**src/rtl/load_store_unit_if.sv**
```systemverilog
// Request/response handshake plus Data_Memory port bundle for the load/store unit.
// No logic inside; the unit is the slave, the pipeline/memory side is the master.
// Backpressure is carried by req_ready and resp_ready.
interface load_store_unit_if;
   logic        req_valid;
   logic        req_ready;
   logic        req_write;
   logic [1:0]  req_size;
   logic        req_signed;
   logic [31:0] req_addr;
   logic [31:0] req_wdata;
   logic        resp_valid;
   logic        resp_ready;
   logic [31:0] resp_rdata;
   logic        resp_err;
   logic [31:0] ALU_Result;
   logic [31:0] WriteMemData;
   logic        MemWrite;
   logic        MemRead;
   logic [31:0] ReadMemData;

   modport slave (
      input  req_valid, req_write, req_size, req_signed, req_addr, req_wdata,
      input  resp_ready, ReadMemData,
      output req_ready, resp_valid, resp_rdata, resp_err,
      output ALU_Result, WriteMemData, MemWrite, MemRead
   );

   modport master (
      output req_valid, req_write, req_size, req_signed, req_addr, req_wdata,
      output resp_ready, ReadMemData,
      input  req_ready, resp_valid, resp_rdata, resp_err,
      input  ALU_Result, WriteMemData, MemWrite, MemRead
   );
endinterface

```
**src/rtl/load_store_unit.sv**
```systemverilog
// Byte/halfword/word load-store initiator for a word-wide memory; sub-word stores are read-modify-write.
// Latency accept->resp_valid: error 1, load 2, word store 2, sub-word store 3 cycles.
// One transaction at a time: req_ready only in IDLE; response held until resp_ready.
module load_store_unit #(
   parameter int MEM_WORDS = 16,
   parameter int IDX_W     = 4
) (
   input logic               clk,
   input logic               rst_n,
   load_store_unit_if.slave  bus
);

   typedef enum logic [1:0] {IDLE, READ, WRITE, RESP} state_t;

   state_t      state_q;
   logic [1:0]  lane_q;
   logic [1:0]  size_q;
   logic        write_q;
   logic        signed_q;
   logic [31:0] wdata_q;
   logic [31:0] alu_q;
   logic [31:0] wmem_q;
   logic        mem_read_q;
   logic        mem_write_q;
   logic [31:0] resp_rdata_q;
   logic        resp_err_q;
   logic        err_d;

   // Extract the addressed byte/halfword from a memory word and extend it.
   function automatic logic [31:0] load_ext(input logic [31:0] w, input logic [1:0] lane,
                                            input logic [1:0] sz, input logic sg);
      logic [7:0]  b;
      logic [15:0] h;
      b = w[{lane, 3'b000} +: 8];
      h = lane[1] ? w[31:16] : w[15:0];
      case (sz)
         2'b00:   load_ext = {{24{sg & b[7]}}, b};
         2'b01:   load_ext = {{16{sg & h[15]}}, h};
         default: load_ext = w;
      endcase
   endfunction

   // Replace the addressed lane of the old memory word with the store data.
   function automatic logic [31:0] store_merge(input logic [31:0] w, input logic [31:0] wd,
                                               input logic [1:0] lane, input logic [1:0] sz);
      logic [31:0] r;
      r = w;
      case (sz)
         2'b00: r[{lane, 3'b000} +: 8] = wd[7:0];
         2'b01: begin
            if (lane[1]) r[31:16] = wd[15:0];
            else         r[15:0]  = wd[15:0];
         end
         default: r = wd;
      endcase
      store_merge = r;
   endfunction

   // Illegal size, misalignment, or word index beyond the memory.
   always_comb begin
      err_d = 1'b0;
      if (bus.req_size == 2'b11)                                    err_d = 1'b1;
      if (bus.req_size == 2'b01 && bus.req_addr[0])                 err_d = 1'b1;
      if (bus.req_size == 2'b10 && bus.req_addr[1:0] != 2'b00)      err_d = 1'b1;
      if ({2'b00, bus.req_addr[31:2]} >= MEM_WORDS)                 err_d = 1'b1;
   end

   // Transaction FSM; every memory-facing output is a register.
   always_ff @(posedge clk or negedge rst_n) begin
      if (!rst_n) begin
         state_q      <= IDLE;
         lane_q       <= '0;
         size_q       <= '0;
         write_q      <= 1'b0;
         signed_q     <= 1'b0;
         wdata_q      <= '0;
         alu_q        <= '0;
         wmem_q       <= '0;
         mem_read_q   <= 1'b0;
         mem_write_q  <= 1'b0;
         resp_rdata_q <= '0;
         resp_err_q   <= 1'b0;
      end else begin
         case (state_q)
            IDLE: begin
               if (bus.req_valid) begin
                  lane_q       <= bus.req_addr[1:0];
                  size_q       <= bus.req_size;
                  write_q      <= bus.req_write;
                  signed_q     <= bus.req_signed;
                  wdata_q      <= bus.req_wdata;
                  alu_q        <= {{(32-IDX_W){1'b0}}, bus.req_addr[IDX_W+1:2]};
                  resp_rdata_q <= '0;
                  resp_err_q   <= err_d;
                  if (err_d) begin
                     state_q <= RESP;
                  end else if (bus.req_write && bus.req_size == 2'b10) begin
                     wmem_q      <= bus.req_wdata;
                     mem_write_q <= 1'b1;
                     state_q     <= WRITE;
                  end else begin
                     mem_read_q <= 1'b1;
                     state_q    <= READ;
                  end
               end
            end
            READ: begin
               mem_read_q <= 1'b0;
               if (write_q) begin
                  wmem_q      <= store_merge(bus.ReadMemData, wdata_q, lane_q, size_q);
                  mem_write_q <= 1'b1;
                  state_q     <= WRITE;
               end else begin
                  resp_rdata_q <= load_ext(bus.ReadMemData, lane_q, size_q, signed_q);
                  state_q      <= RESP;
               end
            end
            WRITE: begin
               mem_write_q <= 1'b0;
               state_q     <= RESP;
            end
            RESP: begin
               if (bus.resp_ready) begin
                  alu_q   <= '0;
                  state_q <= IDLE;
               end
            end
            default: state_q <= IDLE;
         endcase
      end
   end

   assign bus.req_ready    = (state_q == IDLE);
   assign bus.resp_valid   = (state_q == RESP);
   assign bus.resp_rdata   = resp_rdata_q;
   assign bus.resp_err     = resp_err_q;
   assign bus.ALU_Result   = alu_q;
   assign bus.WriteMemData = wmem_q;
   assign bus.MemWrite     = mem_write_q;
   assign bus.MemRead      = mem_read_q;

endmodule
```
**src/flat_wrapper.sv**
```systemverilog
// flat-port wrapper written by rule: the top's interface ports become plain ports
module load_store_unit_flat 
#(
   parameter int MEM_WORDS = 16,
   parameter int IDX_W     = 4
)
  (clk, rst_n, bus_req_valid, bus_req_write, bus_req_size, bus_req_signed, bus_req_addr, bus_req_wdata, bus_resp_ready, bus_ReadMemData, bus_req_ready, bus_resp_valid, bus_resp_rdata, bus_resp_err, bus_ALU_Result, bus_WriteMemData, bus_MemWrite, bus_MemRead);
  load_store_unit_if bus_i ();
  input logic clk;
  input logic rst_n;
  input wire logic [$bits(bus_i.req_valid)-1:0] bus_req_valid;
  input wire logic [$bits(bus_i.req_write)-1:0] bus_req_write;
  input wire logic [$bits(bus_i.req_size)-1:0] bus_req_size;
  input wire logic [$bits(bus_i.req_signed)-1:0] bus_req_signed;
  input wire logic [$bits(bus_i.req_addr)-1:0] bus_req_addr;
  input wire logic [$bits(bus_i.req_wdata)-1:0] bus_req_wdata;
  input wire logic [$bits(bus_i.resp_ready)-1:0] bus_resp_ready;
  input wire logic [$bits(bus_i.ReadMemData)-1:0] bus_ReadMemData;
  output wire logic [$bits(bus_i.req_ready)-1:0] bus_req_ready;
  output wire logic [$bits(bus_i.resp_valid)-1:0] bus_resp_valid;
  output wire logic [$bits(bus_i.resp_rdata)-1:0] bus_resp_rdata;
  output wire logic [$bits(bus_i.resp_err)-1:0] bus_resp_err;
  output wire logic [$bits(bus_i.ALU_Result)-1:0] bus_ALU_Result;
  output wire logic [$bits(bus_i.WriteMemData)-1:0] bus_WriteMemData;
  output wire logic [$bits(bus_i.MemWrite)-1:0] bus_MemWrite;
  output wire logic [$bits(bus_i.MemRead)-1:0] bus_MemRead;
  assign bus_i.req_valid = bus_req_valid;
  assign bus_i.req_write = bus_req_write;
  assign bus_i.req_size = bus_req_size;
  assign bus_i.req_signed = bus_req_signed;
  assign bus_i.req_addr = bus_req_addr;
  assign bus_i.req_wdata = bus_req_wdata;
  assign bus_i.resp_ready = bus_resp_ready;
  assign bus_i.ReadMemData = bus_ReadMemData;
  assign bus_req_ready = bus_i.req_ready;
  assign bus_resp_valid = bus_i.resp_valid;
  assign bus_resp_rdata = bus_i.resp_rdata;
  assign bus_resp_err = bus_i.resp_err;
  assign bus_ALU_Result = bus_i.ALU_Result;
  assign bus_WriteMemData = bus_i.WriteMemData;
  assign bus_MemWrite = bus_i.MemWrite;
  assign bus_MemRead = bus_i.MemRead;
  load_store_unit #(.MEM_WORDS(MEM_WORDS), .IDX_W(IDX_W)) u_core (.clk(clk), .rst_n(rst_n), .bus(bus_i));
endmodule
```
**config.mk**
```make
export PLATFORM = sky130hd
export DESIGN_NAME = load_store_unit_flat
export DESIGN_NICKNAME = d
export VERILOG_FILES = /design/src/rtl/load_store_unit_if.sv /design/src/rtl/load_store_unit.sv /design/src/flat_wrapper.sv
export SDC_FILE = /design/constraint.sdc
export NUM_CORES = 1
export LEC_CHECK = 0
export ABC_AREA = 1
export BUFFER_PORTS_ARGS = -buffer_cell sky130_fd_sc_hd__buf_4
export CAP_MARGIN = 5
export CORE_MARGIN = 10
export CORE_UTILIZATION = 53
export CTS_BUF_LIST = sky130_fd_sc_hd__clkbuf_8 sky130_fd_sc_hd__clkbuf_16
export DETAILED_ROUTE_END_ITERATION = 8
export PLACE_DENSITY = 0.81
export RECOVER_POWER = 50
export SLEW_MARGIN = 20
export SYNTH_ARGS = -nofsm -noshare
export SYNTH_HDL_FRONTEND = slang
export SYNTH_SLANG_ARGS = --single-unit
```
**constraint.sdc**
```tcl
create_clock -name clk -period 2.13 [get_ports clk]
set_input_delay 0.3195 -clock clk [delete_from_list [all_inputs] [get_ports clk]]
set_output_delay 0.3195 -clock clk [all_outputs]
set_load 0.005 [all_outputs]
```
==> flow_summary.toml <==
[layout]
fin_nets = 1363
fin_area_sq_mm = 0.009101
post_route_cells_drive_above_1_share = 0.2255
insertedDiodeCount = 0
most-common-layout-cells = "338 x nand2_1, 173 x buf_4, 140 x nor2_1"
final_common_cell = "nand2_1"
final_util = 0.6792
post_synthesis_to_final_layout_area_growth_pct = 23.96
instances_no_fill = 1431

[floorplan]
die_width_um = 137.7
num_io_pins = 205
start_util = 0.5479
die_y_um = 137.7
num_rows = 42
placeableCoreArea_sq_mm = 0.01340
die_area_sq_mm = 0.01896

[synth]
gate_count_of_the_mapped_netlist = 1084
synthesized_area_fraction_occupied_by_ao_oa_aoi_and_oai_cells = 0.1379
basic_gate_share_of_the_synthesized_area_counting_and_or_nand_and_nor_cells = 0.3579
synth_enable_flop_cells = 0
post_synth.cell_area_avg_sq_um = 6.773
synth_top_family_by_area = "simple AND/OR/NAND/NOR gates"
synthesis.area_sq_mm = 0.007342
async_flop_share = 1.000
yosys.cell_types.count = 36
synthesis.yosys.warnings = 0
yosys.area_share.xor_xnor = 0
muxShareOfSynthArea = 0
predominant_post_synthesis_flop_cell = "dfrtp_1"
synth_seq_cells = 111
synth.yosys.seq_area_share = 0.3783
arithmetic_cell_share_of_the_synthesized_area_counting_full_adders_half_adders_and_majority_gates = 0.01534

[place]
dp_cells = 1414
place.gp.congestion = 0.9847
placed_wire_length_estimate_um = 19220
pre_cts_slack_ns = 0.1920
place_area_sq_mm = 0.008821
placement.io_buffers = 176

[setup_path]
cp-end-kind = "register"
cp.required_ns = 2.38
path_depth = 9
timing.critical_path.slowest_stage_cell = "dfrtp_1"
timing.reg2reg.worst_path_depth = 9
worst_setup_path_start_kind = "register"
cp_max_fanout = 42
delay_heaviest_family_cp = "buffers and inverters"
setup.worst_path.start = "u_core.state_q[1]"
critPathBufInv = 4
worstReg2RegEnd = "u_core.bus.MemRead"
critical_path.reg2reg.startpoint = "u_core.state_q[1]"
crit_path_largest_cell_delay_ns = 0.42
critPathKind = "register to register"
rrSetupSlack_ns = 0.17
critPathCapture = "u_core.bus.MemRead"
critPathArrivalTime_ns = 2.22
critical_path.cell_chain = "inv_1 -> ha_1 -> buf_12 -> a21oi_2 -> inv_2 -> buf_4 -> nand3_1 -> nand2_1 -> o21ai_1"

[route]
routedLengthMet1_um = 9934
post_drt_via_cell_ratio = 5.460
dr_wl_met2_um = 12170
detailroute.via_count = 7813
detail_route.wl_per_cell_um = 17.58
detail_route.drc_violations = 0
dr.first_iter.drc_count = 802
maxUsedRoutingLayer = "met4"
antenna_left = 0
met3_length_um = 2214
drt_pass1_iterations = 6
drt-total-wl_um = 25160

[sta]
final_max_slew_viol_count = 0
fmax_ghz = 0.5099
final_hold_viol_count = 0
post-route-period-util = 0.9208
setup_tns_ns = 0
grt_setup_unrepaired = "false"
layout_setup_ws_ns = 0.1688
worst_slew_pin_slew_ns = 1.239
skew_ns = 0.008875
setup_violations = 0
whs_ns = 0.1578
final_period_minus_worst_setup_slack_ns = 1.961
timing.slew.headroom = 0.1741

[clock_network]
numCtsBuffers = 9
reg_clk_slew_reported_paths_ns = 0.08
clock_sink_count = 111
clock_path_buffers = 2
post-cts-setup-buffers = 0
tritoncts_clock_tree = "done"
worstSkewPairLatency_ns = 0.37
clock_tree.root_cell = "clkbuf_16"
h-tree-depth = 3

[flow_run]
drv.max_cap_violation_count = 0

[power]
netSwitchingFraction = 0.4775
power_density_mw_per_mm2 = 1497
p_total_mw = 13.63
p_int_mw = 7.121
power.static_leakage_nw = 4.759
p_sw_mw = 6.507
irDropWorstVdd_mv = 0.7740
clkPwrFrac = 0.133
power.combinational.fraction = 0.582
portion_of_total_power_attributed_to_sequential_cells = 0.285

[worst_hold_path]
hold_path_startpoint = "bus_req_wdata[14]"
holdCritPathClass = "input port to register"

[global_route]
via_count_of_the_first_global_routing_pass = 7576
grt_first_pass_wirelength_um = 39590
maximum_number_of_pins_on_one_net_before_global_route_repair = 64
grt_antenna_before_repair = 0
gr-total-overflow = 0
globalRouteTotalUtil = 0.2635

[outcome]
status = "finished, final reports clean"
==> how the worst min path moves through the flow <==
stage,slack (ns),cells after the start,to
finish,0.16,3,u_core.wdata_q[14]
global route,0.16,3,u_core.wdata_q[13]
CTS,0.16,3,u_core.wdata_q[29]
detailed placement,0.34,2,u_core.bus.resp_rdata[13]
global placement,0.33,2,u_core.bus.resp_rdata[13]
floorplan,0.02,0,u_core.bus.ALU_Result[0]
==> power groups by stage <==
stage               clock (mW)  combinational (mW)  sequential [mW]
detailed placement           0                7.92             3.88
CTS                       1.83                7.95             3.88
floorplan                    0                5.06             3.78
global placement             0                7.77             3.88
finish                    1.81                7.93             3.89
global route              1.91                8.87             3.99
==> cell families after synthesis <==
kind of cell,after synthesis
buffers and inverters,165
DFF,111
adders and majority gates,9
AOI/OAI and AO/OA,181
other,1
and+or+nand+nor,617
==> worst min-delay path: cells and delay by family <==
family | cells | cell delay (ns)
buf+inv | 1 | 0.09
simple gates | 2 | 0.08
==> cells in the mapped netlist (4+ instances only) <==
cell / n / area, sq um
buf_1: 4 / 15.01
nand2_2: 34 / 212.7
ha_1: 9 / 112.6
buf_4: 36 / 270.3
dfrtp_1: 111 / 2778
buf_2: 25 / 125.1
nand4_1: 34 / 212.7
clkinv_1: 5 / 18.77
o21ai_0: 54 / 270.3
nor2_2: 7 / 43.79
inv_1: 61 / 229.0
o21ai_1: 24 / 120.1
nand2_1: 338 / 1269
nand3_1: 53 / 265.3
inv_2: 11 / 41.29
nor2_1: 140 / 525.5
a21oi_1: 61 / 305.3
o211ai_1: 31 / 232.7
clkbuf_1: 20 / 75.07
==> metal layers <==
| layer | up-vias | global-route usage |
|---|---|---|
| met4 | 0 | 0.09328 |
| met1 | 3640 | 0.3252 |
| met3 | 62 | 0.07174 |
| met2 | 347 | 0.4332 |
| met5 | - | 0 |
| li1 | 3764 | - |
==> area by class of cell <==
type / instances / area [sq um]
clock buffers: 10 / 239.0
clock inverters: 6 / 75.07
fillers: 1248 / 4299
inverters: 77 / 289.0
multi-input cells: 835 / 3867
flip-flops and latches: 111 / 2778
well taps: 176 / 220.2
repair buffers: 216 / 1633
==> what timing repair did <==
item	4_1_cts	5_1_grt
gates resized for setup	0	2
endpoints found under the setup margin	0	2
hold endpoints to repair	82	0
hold buffers	1	0
==> sequential cells by signal (all words and copies together), names as in the netlist <==
register                 flops
u_core.wdata_q              32
u_core.write_q               1
u_core.state_q               2
u_core.size_q                2
u_core.bus.WriteMemData     32
u_core.signed_q              1
u_core.bus.MemWrite          1
u_core.bus.resp_err          1
u_core.bus.resp_rdata       32
u_core.bus.ALU_Result        4
u_core.bus.MemRead           1
u_core.lane_q                2
Note: power is estimated with default switching activity, not from simulation.
